## src/rtl/tmr8_count_unit_if.sv

```systemverilog
// Signal bundle between the timer count unit and its surroundings
// (prescaler tick, CPU register writes, waveform/event outputs).
// master: drives the tick/config/CPU-write side, observes outputs.
// slave : the count unit itself.
interface tmr8_count_unit_if #(
    parameter int unsigned WIDTH = 8
);
    logic             clk_en;
    logic [2:0]       wgm;
    logic [1:0]       com_a;
    logic [1:0]       com_b;
    logic             tcnt_we;
    logic             ocra_we;
    logic             ocrb_we;
    logic [WIDTH-1:0] wdata;
    logic             foc_a;
    logic             foc_b;
    logic [WIDTH-1:0] tcnt;
    logic [WIDTH-1:0] ocra;
    logic [WIDTH-1:0] ocrb;
    logic             oc_a;
    logic             oc_b;
    logic             oc_a_en;
    logic             oc_b_en;
    logic             tov_p;
    logic             ocfa_p;
    logic             ocfb_p;

    modport master (
        output clk_en, wgm, com_a, com_b, tcnt_we, ocra_we, ocrb_we, wdata, foc_a, foc_b,
        input  tcnt, ocra, ocrb, oc_a, oc_b, oc_a_en, oc_b_en, tov_p, ocfa_p, ocfb_p
    );

    modport slave (
        input  clk_en, wgm, com_a, com_b, tcnt_we, ocra_we, ocrb_we, wdata, foc_a, foc_b,
        output tcnt, ocra, ocrb, oc_a, oc_b, oc_a_en, oc_b_en, tov_p, ocfa_p, ocfb_p
    );
endinterface

```

## src/rtl/tmr8_count_unit.sv

```systemverilog
// AVR-style 8-bit timer/counter core: counting (normal, CTC, fast PWM,
// phase-correct PWM), double-buffered compare registers, waveform
// generation and single-cycle overflow/compare event pulses.
// Ports:
//   clk  - system clock (prescaler tick is synchronous to it)
//   nrst - asynchronous active-low reset
//   bus  - tmr8_count_unit_if.slave: clk_en tick, wgm/com config, CPU
//          writes (tcnt/ocra/ocrb, foc), count, active compare values,
//          oc_x waveforms + pin enables, tov/ocfa/ocfb pulses
module tmr8_count_unit #(
    parameter int unsigned WIDTH = 8
) (
    input  logic                 clk,
    input  logic                 nrst,
    tmr8_count_unit_if.slave     bus
);
    localparam logic [WIDTH-1:0] TOP_MAX = '1;
    localparam logic [WIDTH-1:0] ONE     = WIDTH'(1);

    typedef enum logic [2:0] {
        MODE_NORMAL,
        MODE_PC,
        MODE_CTC,
        MODE_FAST_MAX,
        MODE_FAST_OCRA
    } mode_t;

    typedef enum logic {DIR_UP, DIR_DOWN} dir_t;

    logic [WIDTH-1:0] tcnt_q, tcnt_n;
    logic [WIDTH-1:0] ocra_q, ocra_n, ocrb_q, ocrb_n;
    logic [WIDTH-1:0] ocra_buf_q, ocra_buf_n, ocrb_buf_q, ocrb_buf_n;
    logic             oc_a_q, oc_a_n, oc_b_q, oc_b_n;
    logic             tov_q, tov_n, ocfa_q, ocfa_n, ocfb_q, ocfb_n;
    logic             block_q, block_n;
    dir_t             dir_q, dir_n;

    mode_t            mode;
    logic             is_pwm, is_fast, tick, at_top, load_buf, wrap;
    logic             match_a, match_b;
    logic [WIDTH-1:0] top;

    always_comb begin
        unique case (bus.wgm)
            3'b001:  mode = MODE_PC;
            3'b010:  mode = MODE_CTC;
            3'b011:  mode = MODE_FAST_MAX;
            3'b111:  mode = MODE_FAST_OCRA;
            default: mode = MODE_NORMAL;
        endcase
    end

    // Next waveform level for one channel. Non-PWM modes share one action
    // for match and force, so a coincident foc+match acts only once.
    function automatic logic wave_next(input mode_t m, input dir_t d,
                                       input logic [1:0] com, input logic cur,
                                       input logic hit, input logic frc,
                                       input logic wrp, input logic tgl_ok);
        logic nxt;
        nxt = cur;
        unique case (m)
            MODE_FAST_MAX, MODE_FAST_OCRA: begin
                unique case (com)
                    2'b01:   if (hit && tgl_ok) nxt = ~cur;
                    2'b10:   if (hit) nxt = 1'b0; else if (wrp) nxt = 1'b1;
                    2'b11:   if (hit) nxt = 1'b1; else if (wrp) nxt = 1'b0;
                    default: nxt = cur;
                endcase
            end
            MODE_PC: begin
                if (hit) begin
                    if (com == 2'b10)      nxt = (d == DIR_DOWN);
                    else if (com == 2'b11) nxt = (d == DIR_UP);
                end
            end
            default: begin
                if (hit || frc) begin
                    unique case (com)
                        2'b01:   nxt = ~cur;
                        2'b10:   nxt = 1'b0;
                        2'b11:   nxt = 1'b1;
                        default: nxt = cur;
                    endcase
                end
            end
        endcase
        return nxt;
    endfunction

    always_comb begin
        is_pwm  = (mode == MODE_PC) || (mode == MODE_FAST_MAX) || (mode == MODE_FAST_OCRA);
        is_fast = (mode == MODE_FAST_MAX) || (mode == MODE_FAST_OCRA);
        tick    = bus.clk_en;
        top     = (mode == MODE_FAST_OCRA) ? ocra_q : TOP_MAX;
        at_top  = (tcnt_q == top);
        wrap    = tick && is_fast && at_top;
        match_a = tick && !block_q && (tcnt_q == ocra_q);
        match_b = tick && !block_q && (tcnt_q == ocrb_q);

        tcnt_n   = tcnt_q;
        dir_n    = dir_q;
        tov_n    = 1'b0;
        load_buf = 1'b0;

        if (tick) begin
            unique case (mode)
                MODE_CTC: begin
                    tcnt_n = (tcnt_q == ocra_q) ? '0 : tcnt_q + ONE;
                    tov_n  = (tcnt_q == TOP_MAX);
                end
                MODE_FAST_MAX, MODE_FAST_OCRA: begin
                    tcnt_n   = at_top ? '0 : tcnt_q + ONE;
                    tov_n    = at_top;
                    load_buf = at_top;
                end
                MODE_PC: begin
                    if (dir_q == DIR_UP) begin
                        if (tcnt_q == TOP_MAX) begin
                            tcnt_n   = TOP_MAX - ONE;
                            dir_n    = DIR_DOWN;
                            load_buf = 1'b1;
                        end else begin
                            tcnt_n = tcnt_q + ONE;
                        end
                    end else begin
                        if (tcnt_q == '0) begin
                            tcnt_n = ONE;
                            dir_n  = DIR_UP;
                            tov_n  = 1'b1;
                        end else begin
                            tcnt_n = tcnt_q - ONE;
                        end
                    end
                end
                default: begin
                    tcnt_n = tcnt_q + ONE;
                    tov_n  = (tcnt_q == TOP_MAX);
                end
            endcase
        end

        if (mode != MODE_PC) dir_n = DIR_UP;
        // CPU write replaces the count but leaves the direction decision intact.
        if (bus.tcnt_we) tcnt_n = bus.wdata;

        if (bus.tcnt_we)  block_n = 1'b1;
        else if (tick)    block_n = 1'b0;
        else              block_n = block_q;

        ocra_buf_n = bus.ocra_we ? bus.wdata : ocra_buf_q;
        ocrb_buf_n = bus.ocrb_we ? bus.wdata : ocrb_buf_q;
        ocra_n = ocra_q;
        ocrb_n = ocrb_q;
        if (!is_pwm && bus.ocra_we) ocra_n = bus.wdata;
        else if (load_buf)          ocra_n = ocra_buf_q;
        if (!is_pwm && bus.ocrb_we) ocrb_n = bus.wdata;
        else if (load_buf)          ocrb_n = ocrb_buf_q;

        oc_a_n = wave_next(mode, dir_q, bus.com_a, oc_a_q, match_a,
                           bus.foc_a && !is_pwm, wrap, mode == MODE_FAST_OCRA);
        oc_b_n = wave_next(mode, dir_q, bus.com_b, oc_b_q, match_b,
                           bus.foc_b && !is_pwm, wrap, 1'b0);
        ocfa_n = match_a;
        ocfb_n = match_b;
    end

    always_ff @(posedge clk or negedge nrst) begin
        if (!nrst) begin
            tcnt_q     <= '0;
            ocra_q     <= '0;
            ocrb_q     <= '0;
            ocra_buf_q <= '0;
            ocrb_buf_q <= '0;
            oc_a_q     <= 1'b0;
            oc_b_q     <= 1'b0;
            tov_q      <= 1'b0;
            ocfa_q     <= 1'b0;
            ocfb_q     <= 1'b0;
            block_q    <= 1'b0;
            dir_q      <= DIR_UP;
        end else begin
            tcnt_q     <= tcnt_n;
            ocra_q     <= ocra_n;
            ocrb_q     <= ocrb_n;
            ocra_buf_q <= ocra_buf_n;
            ocrb_buf_q <= ocrb_buf_n;
            oc_a_q     <= oc_a_n;
            oc_b_q     <= oc_b_n;
            tov_q      <= tov_n;
            ocfa_q     <= ocfa_n;
            ocfb_q     <= ocfb_n;
            block_q    <= block_n;
            dir_q      <= dir_n;
        end
    end

    assign bus.tcnt    = tcnt_q;
    assign bus.ocra    = ocra_q;
    assign bus.ocrb    = ocrb_q;
    assign bus.oc_a    = oc_a_q;
    assign bus.oc_b    = oc_b_q;
    assign bus.oc_a_en = |bus.com_a;
    assign bus.oc_b_en = |bus.com_b;
    assign bus.tov_p   = tov_q;
    assign bus.ocfa_p  = ocfa_q;
    assign bus.ocfb_p  = ocfb_q;
endmodule

```

## src/flat_wrapper.sv

```systemverilog
// flat-port wrapper written by rule: the top's interface ports become plain ports
module tmr8_count_unit_flat 
#(
    parameter int unsigned WIDTH = 8
)
  (clk, nrst, bus_clk_en, bus_wgm, bus_com_a, bus_com_b, bus_tcnt_we, bus_ocra_we, bus_ocrb_we, bus_wdata, bus_foc_a, bus_foc_b, bus_tcnt, bus_ocra, bus_ocrb, bus_oc_a, bus_oc_b, bus_oc_a_en, bus_oc_b_en, bus_tov_p, bus_ocfa_p, bus_ocfb_p);
  tmr8_count_unit_if #(.WIDTH(WIDTH)) bus_i ();
  input  logic clk;
  input  logic nrst;
  input wire logic [$bits(bus_i.clk_en)-1:0] bus_clk_en;
  input wire logic [$bits(bus_i.wgm)-1:0] bus_wgm;
  input wire logic [$bits(bus_i.com_a)-1:0] bus_com_a;
  input wire logic [$bits(bus_i.com_b)-1:0] bus_com_b;
  input wire logic [$bits(bus_i.tcnt_we)-1:0] bus_tcnt_we;
  input wire logic [$bits(bus_i.ocra_we)-1:0] bus_ocra_we;
  input wire logic [$bits(bus_i.ocrb_we)-1:0] bus_ocrb_we;
  input wire logic [$bits(bus_i.wdata)-1:0] bus_wdata;
  input wire logic [$bits(bus_i.foc_a)-1:0] bus_foc_a;
  input wire logic [$bits(bus_i.foc_b)-1:0] bus_foc_b;
  output wire logic [$bits(bus_i.tcnt)-1:0] bus_tcnt;
  output wire logic [$bits(bus_i.ocra)-1:0] bus_ocra;
  output wire logic [$bits(bus_i.ocrb)-1:0] bus_ocrb;
  output wire logic [$bits(bus_i.oc_a)-1:0] bus_oc_a;
  output wire logic [$bits(bus_i.oc_b)-1:0] bus_oc_b;
  output wire logic [$bits(bus_i.oc_a_en)-1:0] bus_oc_a_en;
  output wire logic [$bits(bus_i.oc_b_en)-1:0] bus_oc_b_en;
  output wire logic [$bits(bus_i.tov_p)-1:0] bus_tov_p;
  output wire logic [$bits(bus_i.ocfa_p)-1:0] bus_ocfa_p;
  output wire logic [$bits(bus_i.ocfb_p)-1:0] bus_ocfb_p;
  assign bus_i.clk_en = bus_clk_en;
  assign bus_i.wgm = bus_wgm;
  assign bus_i.com_a = bus_com_a;
  assign bus_i.com_b = bus_com_b;
  assign bus_i.tcnt_we = bus_tcnt_we;
  assign bus_i.ocra_we = bus_ocra_we;
  assign bus_i.ocrb_we = bus_ocrb_we;
  assign bus_i.wdata = bus_wdata;
  assign bus_i.foc_a = bus_foc_a;
  assign bus_i.foc_b = bus_foc_b;
  assign bus_tcnt = bus_i.tcnt;
  assign bus_ocra = bus_i.ocra;
  assign bus_ocrb = bus_i.ocrb;
  assign bus_oc_a = bus_i.oc_a;
  assign bus_oc_b = bus_i.oc_b;
  assign bus_oc_a_en = bus_i.oc_a_en;
  assign bus_oc_b_en = bus_i.oc_b_en;
  assign bus_tov_p = bus_i.tov_p;
  assign bus_ocfa_p = bus_i.ocfa_p;
  assign bus_ocfb_p = bus_i.ocfb_p;
  tmr8_count_unit #(.WIDTH(WIDTH)) u_core (.clk(clk), .nrst(nrst), .bus(bus_i));
endmodule
```

## config.mk

```make
export PLATFORM = sky130hd
export DESIGN_NAME = tmr8_count_unit_flat
export DESIGN_NICKNAME = d
export VERILOG_FILES = /design/src/rtl/tmr8_count_unit_if.sv /design/src/rtl/tmr8_count_unit.sv /design/src/flat_wrapper.sv
export SDC_FILE = /design/constraint.sdc
export NUM_CORES = 1
export LEC_CHECK = 0
export CORE_MARGIN = 5
export CORE_UTILIZATION = 50
export DETAILED_ROUTE_END_ITERATION = 10
export HOLD_SLACK_MARGIN = 0.1
export PLACE_DENSITY = 0.78
export SYNTH_ARGS = -nofsm -noshare
export SYNTH_HDL_FRONTEND = slang
export SYNTH_SLANG_ARGS = --single-unit
```

## constraint.sdc

```tcl
create_clock -name clk -period 3 [get_ports clk]
set_clock_uncertainty 0.1 [all_clocks]
set_input_delay 0.9 -clock clk [delete_from_list [all_inputs] [get_ports clk]]
set_output_delay 0.9 -clock clk [all_outputs]
set_load 0.005 [all_outputs]
```

## Yosys cells after proc, flatten, opt, wreduce, memory -nomap -nowiden

Index checks and enable logic that the tools add are counted.
W data, S select, Z words.

| cells by class | value |
|---|---|
| add/subtract/negate cells | 2 |
| multipliers | 0 |
| divide/modulo/power cells | 0 |
| $lt $le $gt $ge | 0 |
| eq/ne operators | 31 |
| shift-type cells | 0 |
| multiplexer cells | 50 |
| bitwise gates (word level) | 3 |
| reductions and logical operators | 32 |

Operator list:

| cell | count |
|---|---|
| $mux W8 | 12 |
| $mux W1 | 28 |
| $eq A8 B8 Y1 | 3 |
| $ne A4 B2 Y1 const B | 6 |
| $pmux W8 S3 | 1 |
| $eq A3 B2 Y1 const B | 4 |
| $pmux W3 S4 | 1 |
| $logic_and A1 B1 Y1 | 10 |
| $pmux W1 S2 | 5 |
| $reduce_bool A2 Y1 | 5 |
| $pmux W1 S3 | 3 |
| $reduce_bool A3 Y1 | 3 |
| $add A8 B1 Y8 const B | 1 |
| $eq A2 B2 Y1 const B | 4 |
| $eq A8 B8 Y1 const B | 1 |
| $logic_not A8 Y1 | 1 |
| $reduce_and A8 Y1 | 1 |
| $sub A8 B1 Y8 const B | 1 |
| $reduce_and A7 Y1 | 1 |
| $eq A3 B1 Y1 const B | 2 |
| $eq A3 B3 Y1 const B | 2 |
| $ne A3 B1 Y1 const B | 2 |
| $ne A3 B3 Y1 const B | 2 |
| $reduce_or A2 Y1 | 3 |
| other kinds (7) | 16 |

| word-level totals | value |
|---|---|
| register bits after elaboration | 47 |
| bits in latches | 0 |
| bits in writable memories | 0 |
| memory bits (read-only) | 0 |
| input port bits | 23 |
| logic and storage cells | 130 |
| memories | 0 |

## Logic depth before layout (Yosys ltp)

Gate-level depths: netlist (run 1).

| depth | value |
|---|---|
| depth after elaboration | 10 |
| depth in mapped cells | 9 |

## Worst setup path before layout (run 1)

No wires, ideal clock.

| timing path | value |
|---|---|
| path kind | input to register |
| start | input port bus_wgm[2] |
| end | register u_core.ocra_q[7] (netlist: u_core.bus.ocra[7]) |
| arrival time | 2410 ps |
| data required time | 2771 ps |
| setup slack | 361 ps |
| stages | 8 |
| path buffers | 2 |
| cell sequence | buf_2 nand3_1 o31a_1 or3_4 a211o_1 buf_2 a211oi_1 a211oi_1 |

| between the ends | value |
|---|---|
| longest elaborated chain between the ends | 8 |

Ends and longest elaborated chain:

| element | RTL line | RTL |
|---|---|---|
| start, declared | flat_wrapper.sv:11 | `input wire logic [$bits(bus_i.wgm)-1:0] bus_wgm;` |
| $eq A3 B3 Y1, or another cell as far along | tmr8_count_unit.sv:44 | `unique case (bus.wgm)` |
| $pmux W3 S4 * | tmr8_count_unit.sv:44 |  |
| $eq A3 B3 Y1, or another cell as far along | tmr8_count_unit.sv:91, tmr8_count_unit.sv:94, tmr8_count_unit.sv:106 |  |
| $mux W8 or $logic_or A1 B1 Y1 (tied branches) | tmr8_count_unit.sv:94, tmr8_count_unit.sv:91 |  |
| $eq A8 B8 Y1 or $logic_or A1 B1 Y1 (tied branches) | tmr8_count_unit.sv:95, tmr8_count_unit.sv:91 |  |
| $pmux W1 S2 or $logic_not A1 Y1 (tied branches) | tmr8_count_unit.sv:106, tmr8_count_unit.sv:154 |  |
| $mux W1 or $logic_and A1 B1 Y1 (tied branches) | tmr8_count_unit.sv:105, tmr8_count_unit.sv:154 |  |
| $reduce_bool A2 Y1 (no source line) or $mux W8 (tied branches) | -- |  |
| end signal, assigned | tmr8_count_unit.sv:183 | `ocra_q <= ocra_n;` |
| end, declared | tmr8_count_unit.sv:31 | `logic [WIDTH-1:0] ocra_q, ocra_n, ocrb_q, ocrb_n;` |

Every way passes the cells marked *; elsewhere a longest branch is shown, timed or not.
A chain may end at the register's enable or synchronous reset.

## Worst setup path after layout (run 1)

| timing path | value |
|---|---|
| start | input port bus_com_a[0] |
| end | output port bus_oc_a_en |

| between the ends | value |
|---|---|
| longest elaborated chain between the ends | 1 |

Ends and longest elaborated chain:

| element | RTL line | RTL |
|---|---|---|
| start, declared | flat_wrapper.sv:12 | `input wire logic [$bits(bus_i.com_a)-1:0] bus_com_a;` |
| $reduce_or A2 Y1 | tmr8_count_unit.sv:202 | `assign bus.oc_a_en = \|bus.com_a;` |
| end, declared | flat_wrapper.sv:25 | `output wire logic [$bits(bus_i.oc_a_en)-1:0] bus_oc_a_en;` |

Every way passes these cells.

==> results of run 1 <==
==> layout by cell type (no fill, tap or decap), types with 6 or more instances in the layout <==
cell,synthesis,routed
a211oi_1,7,7
a211oi_2,9,9
a21oi_1,29,29
buf_4,0,40
clkdlybuf4s50_1,0,50
dfrtp_1,47,47
inv_1,13,13
mux2_2,16,16
nand2_1,36,36
nand2b_1,14,14
nand3_1,10,10
nor2_1,25,25
nor3_1,29,29
o21ai_0,13,13
o221ai_1,14,14
xnor2_1,15,15
xor2_1,6,6
==> power by group through the flow <==
stage               Clock, mW  Sequential (mW)  Combinational [mW]
floorplan                   0            0.785               0.361
global placement            0            0.826               0.585
detailed placement          0            0.830               0.598
CTS                     0.472            0.817               0.600
global route            0.493            0.832               0.656
finish                  0.468            0.822               0.599
==> cell families (layout without fill, tap and decap cells) <==
group	Yosys count	in the layout	share of synthesized area [%]
AND/OR/NAND/NOR	154	154	24.1
AO/OA/AOI/OAI	111	111	24.7
buffers and inverters	38	114	5.09
multiplexers	16	16	5.27
XOR/XNOR	21	21	5.38
flip-flops	47	47	34.4
adder cells (fa/ha/maj)	3	3	1.10
==> final timing paths <==
check,start,to,slack (ps),cells past startpoint
max,bus_com_a[0],bus_oc_a_en,90,3
min,u_core.block_q,u_core.block_q,400,1
max reg2reg,u_core.bus.tcnt[3],u_core.bus.ocra[2],410,6
min reg2reg,u_core.block_q,u_core.block_q,400,1
max in group asynchronous,nrst,u_core.bus.ocra[7],1800,2
min in group asynchronous,nrst,u_core.ocrb_buf_q[5],470,1
==> worst max-delay path: stages <==
cell	delay [ps]
clkdlybuf4s50_1	420
or2_2	310
dlygate4sd2_1	270
==> per-layer routing <==
layer  vias up  wire length, µm
li1       1608                -
met1      1648             4240
met2       166             4960
met3        21              776
met4         0              260
met5         -                0
==> per-stage QoR <==
step | std cells | hold WS [ps] | cell area [µm²] | setup slack, ps
after floorplan | 390 | 354 | 3420 | 361
after global placement | 539 | 364 | 4240 | -66.0
after detailed placement | 539 | 380 | 4240 | -86.4
after CTS | 546 | 400 | 4340 | 90.7
after global routing | 546 | 406 | 4340 | 69.5
final | 546 | 396 | 4340 | 94.4
==> final cells by class <==
type                       instances  area [µm²]
sequential                        47        1180
fill                             584        2370
multi-input combinational        305        2070
clock buffer                       5        68.8
inverter                          13        48.8
clock inverter                     2        37.5
tap                               80         100
timing repair buffer              94         843
==> state kept, by name, summed over array words and instances (netlist names), 8 cells and up <==
name / flops
u_core.bus.tcnt: 8
u_core.bus.ocra: 8
u_core.ocrb_buf_q: 8
u_core.bus.ocrb: 8
u_core.ocra_buf_q: 8
==> synth_stat cells, drive strengths merged (3+ instances only) <==
| library cell | count | area [µm²] |
|---|---|---|
| xnor2 | 15 | 131 |
| or2 | 3 | 18.8 |
| ha | 3 | 37.5 |
| o2111ai | 6 | 58.8 |
| nor2b | 5 | 31.3 |
| o21ai | 15 | 75.1 |
| a311oi | 3 | 26.3 |
| and2 | 3 | 18.8 |
| inv | 13 | 48.8 |
| nor3b | 3 | 22.5 |
| a211oi | 17 | 185 |
| o221ai | 14 | 123 |
| o211ai | 3 | 22.5 |
| mux2 | 16 | 180 |
| nand2b | 14 | 87.6 |
| nor3 | 34 | 195 |
| buf | 12 | 76.3 |
| nand3b | 4 | 30.0 |
| clkbuf | 13 | 48.8 |
| xor2 | 6 | 52.6 |
| nor2 | 25 | 93.8 |
| nand2 | 37 | 141 |
| nand4 | 5 | 31.3 |
| dfrtp | 47 | 1180 |
| a21oi | 29 | 145 |
| nand3 | 10 | 50.1 |
==> metrics.yaml, run 1 <==
outcome:
  status: "complete, no violations"
route:
  antenna_left: 0
  post-route-drc-count: 0
  num_vias: 3443
  wl_mm: 10.2
  wl_per_cell_um: 18.7
  first_iter_violations: 268
  via_per_inst: 6.31
  drtPass1Iterations: 5
clock_tree:
  cts_made_buffers: 5
  h-tree-depth: 2
  ctsResizeCount: 2
  clock_latency_ps: 300
  clkSinkCount: 47
  clock_path_buffers: 2
  clk_pin_slew_ps: 90
  ctsHoldBuffers: 0
  cts_setup_buffers: 0
  cts_root_buf: "clkbuf_8"
  cts_tree: "built"
timing:
  rsz0062_at_grt: "false"
  tightest_slew_ps: 691
  maxSlewViolCount: 0
  fmax_mhz: 344
  slew_headroom_pct: 53.4
  setup_viol_count_final: 0
  finalHoldViolations: 0
  fin_crit_ps: 2910
  period_share_pct: 96.9
  finalSetupTns_ps: 0
power_and_ir_drop:
  sequentialPowerShare_pct: 43.5
  swShare_pct: 32.8
  p_leak_nw: 1.68
  clockPowerShare_pct: 24.8
  vdd_drop_max_uv: 294
  p_sw_mw: 0.621
  p_int_mw: 1.27
  pwr_density_cell_mw_per_mm2: 435
  fin_total_pwr_mw: 1.89
  p_comb_share_pct: 31.7
global_route:
  met1_usage_pct: 32.0
  grt-ovfl-total: 0
  grt_use_met3_pct: 3.66
  gr-usage-all-layers_pct: 24.0
  grt_first_pass_wirelength_mm: 16.6
  grt_antenna_before_repair: 0
  use_met2_pct: 39.8
  grt_pass1_vias: 3276
  grt_max_degree: 32
  busiest_layer: "met2"
critical_path:
  cp-start-kind: "input pin"
  cp.arrival_ps: 1910
  required_ps: 2000
  critPathKind: "input pin to output pin"
  crit_path_max_fanout: 2
  worst_setup_path_end_kind: "output pin"
floorplanning:
  die-area_mm2: 0.00859
  die_x_um: 92.7
  start_util_pct: 50.9
  rows: 30
  coreArea_mm2: 0.00672
  pin_count: 54
  die_h_um: 92.7
synth:
  synth_fp_nets: 416
  syn_area_mm2: 0.00342
  syn_avg_cell_area_um2: 8.77
  synth_edf_count: 0
  async_reset_ff_share_pct: 100
  synth.distinct_cells: 64
  synthFlopType: "dfrtp_1"
  yosysSeqAreaShare_pct: 34.4
  ys_seq_elements: 47
  synth_cells: 390
  yosys_warnings: 0
final_layout:
  diodes: 0
  area_delta_synth_final_pct: 27.0
  drive_above_1_share_pct: 19.5
  nets: 492
  postLayoutCoreUtil_pct: 64.7
place:
  port_buffers: 53
  place_congestion: 0.913
  place_hpwl_mm: 7.63
min_path:
  min_path_type: "flop to flop"
job:
  cap_violations: 0
Note: power is estimated with default switching activity, not from simulation.
==> run 2, diff against run 1 <==
--- a/config.mk
+++ b/config.mk
@@ -11,3 +11,4 @@
 export HOLD_SLACK_MARGIN = 0.1
-export PLACE_DENSITY = 0.78
+export PLACE_DENSITY = 0.74
+export RECOVER_POWER = 100
 export SYNTH_ARGS = -nofsm -noshare
==> constraint.sdc (replaced) <==
create_clock -name clk -period 3 [get_ports clk]
set_clock_uncertainty 0.1 [all_clocks]
set_input_delay 0.75 -clock clk [delete_from_list [all_inputs] [get_ports clk]]
set_output_delay 0.75 -clock clk [all_outputs]
set_load 0.005 [all_outputs]
==> run 2 against run 1 <==
Die area unchanged; first-iteration DRC count shrank 27%; clock power up 5.3%; critical path type unchanged; largest power group unchanged; critical path depth did not move; final cell count fell by 1.1%; global-route usage increased by 0.75 points; fmax increased by 1.1%; flip-flop and latch count unchanged; highest routed layer unchanged.
==> metrics.yaml, run 2 (synthesis results as in run 1) <==
critical_path:
  cp_top_family: "buffers and inverters"  # unchanged
  cp.arrival_ps: 2020  # was 1910 ps
  r2r_slack_ps: 240  # was 410 ps
  crit_chain: "clkdlybuf4s50_1 > or2_2 > dlygate4sd3_1"  # was clkdlybuf4s50_1 > or2_2 > dlygate4sd2_1
  startpoint: "bus_com_b[1]"  # was bus_com_a[0]
  critPathKind: "input pin to output pin"  # unchanged
  worst_setup_path_end_kind: "output pin"  # unchanged
  crit_path_max_fanout: 2  # unchanged
  cp-start-kind: "input pin"  # unchanged
  reg2regPathDepth: 8  # was 6
  required_ps: 2150  # was 2000 ps
  max_stage_delay_ps: 570  # was 420 ps
  worst_path_max_delay_cell: "dlygate4sd3_1"  # was clkdlybuf4s50_1
  reg2reg_from: "u_core.bus.tcnt[3]"  # unchanged
  reg2reg_to: "u_core.bus.tcnt[7]"  # was u_core.bus.ocra[2]
  critPathBufInv: 2  # unchanged
timing:
  finalHoldViolations: 0  # unchanged
  period_share_pct: 95.8  # was 96.9%
  tightest_slew_ps: 1250  # was 691 ps
  slew_headroom_pct: 16.4  # was 53.4%
  finalSetupTns_ps: 0  # unchanged
  fin_crit_ps: 2870  # was 2910 ps
  fmax_mhz: 348  # was 344 MHz
  maxSlewViolCount: 0  # unchanged
  setup_viol_count_final: 0  # unchanged
  rsz0062_at_grt: "false"  # unchanged
  fin_ws_ps: 127  # was 94.4 ps
global_route:
  gr-usage-all-layers_pct: 24.8  # was 24.0%
  grt_first_pass_wirelength_mm: 17.0  # was 16.6 mm
  grt_pass1_vias: 3425  # was 3276
  grt_max_degree: 32  # unchanged
  grt_antenna_before_repair: 0  # unchanged
  grt-ovfl-total: 0  # unchanged
floorplanning:
  pin_count: 54  # unchanged
  die-area_mm2: 0.00859  # unchanged
  coreArea_mm2: 0.00672  # unchanged
  start_util_pct: 50.9  # unchanged
  rows: 30  # unchanged
  die_h_um: 92.7  # unchanged
  die_x_um: 92.7  # unchanged
route:
  first_iter_violations: 196  # was 268
  post-route-drc-count: 0  # unchanged
  num_vias: 3427  # was 3443
  wl_mm: 10.4  # was 10.2 mm
  via_per_inst: 6.35  # was 6.31
  drtPass1Iterations: 5  # unchanged
  wl_per_cell_um: 19.2  # was 18.7 µm
  antenna_left: 0  # unchanged
place:
  place_congestion: 0.960  # was 0.913
  port_buffers: 53  # unchanged
  pre_cts_ws_ps: 82.8  # was -86.4 ps
  place_hpwl_mm: 7.81  # was 7.63 mm
  placed_cell_area_mm2: 0.00420  # was 0.00424 mm²
final_layout:
  area_delta_synth_final_pct: 25.4  # was 27.0%
  drive_above_1_share_pct: 16.5  # was 19.5%
  final_common_cell: "dfrtp_1"  # was clkdlybuf4s50_1
  nets: 485  # was 492
  final_cell_mix: "47 x dfrtp_1, 36 x nand2_1, 29 x nor3_1, 29 x a21oi_1, 29 x dlygate4sd3_1"  # was 50 x clkdlybuf4s50_1, 47 x dfrtp_1, 40 x buf_4
  final_area_mm2: 0.00429  # was 0.00434 mm²
  diodes: 0  # unchanged
job:
  cap_violations: 0  # unchanged
power_and_ir_drop:
  vdd_drop_max_uv: 323  # was 294 µV
  p_leak_nw: 1.67  # was 1.68 nW
  pwr_density_cell_mw_per_mm2: 441  # was 435 mW/mm²
clock_tree:
  h-tree-depth: 2  # unchanged
  ctsHoldBuffers: 0  # unchanged
  clkSinkCount: 47  # unchanged
  clock_path_buffers: 2  # unchanged
  cts_root_buf: "clkbuf_8"  # unchanged
  cts_made_buffers: 5  # unchanged
  ctsResizeCount: 0  # was 2
  cts_setup_buffers: 0  # unchanged
  cts_tree: "built"  # unchanged
  clock_latency_ps: 300  # about the same
  clk_pin_slew_ps: 90  # about the same
outcome:
  status: "complete, no violations"  # unchanged
min_path:
  min_path_type: "input pin to asynchronous set/reset pin"  # was flop to flop
run 2: routing by layer:
layer	global-route usage, %	wire length, µm
met1	31.7	4320
met2	41.1	5060
met3	4.79	737
met4	9.89	252
met5	0	0
run 2: cell type report:
type / instances / area, µm²
clock buffer: 6 / 82.6
clock inverter: 2 / 38.8
fill: 598 / 2430
inverter: 13 / 48.8
multi-input combinational: 305 / 2060
sequential: 47 / 1180
tap: 80 / 100
timing repair buffer: 87 / 776
run 2: worst max-delay path by stage:
| stage | depth (start not counted) | end | slack [ps] |
|---|---|---|---|
| 6_report | 3 | bus_oc_b_en | 130 |
| 2_1_floorplan | 8 | u_core.bus.ocra[7] | 510 |
| 5_1_grt | 8 | u_core.bus.ocra[0] | 70 |
| 3_5_place_dp | 8 | u_core.bus.ocra[7] | 80 |
| 3_3_place_gp | 7 | u_core.bus.tcnt[3] | 100 |
| 4_1_cts | 3 | bus_oc_a_en | 130 |
run 2: metrics by stage:
step / hold slack, ps / std cells / power (mW) / util (%)
4_1_cts: 205 / 540 / 1.93 / 64.3
2_1_floorplan: 354 / 390 / 1.15 / -
3_3_place_gp: 365 / 532 / 1.41 / 62.5
5_1_grt: 348 / 540 / 2.00 / 63.8
3_5_place_dp: 371 / 532 / 1.43 / 62.5
6_report: 307 / 540 / 1.89 / 63.8
run 2: power by group:
part,total [mW],internal (mW),switching (mW)
combinational,0.591,0.296,0.295
clock,0.493,0.274,0.219
sequential,0.806,0.705,0.101
total,1.89,1.28,0.615
run 2: worst register-to-register path, cell delays in order, from the launching register on:
cell and delay [ps]:
dfrtp_1 590, clkbuf_1 320, nand3_1 200, nor3_1 410, buf_4 220, o21ai_0 260
a311oi_1 370, a21oi_1 80, a21oi_1 130
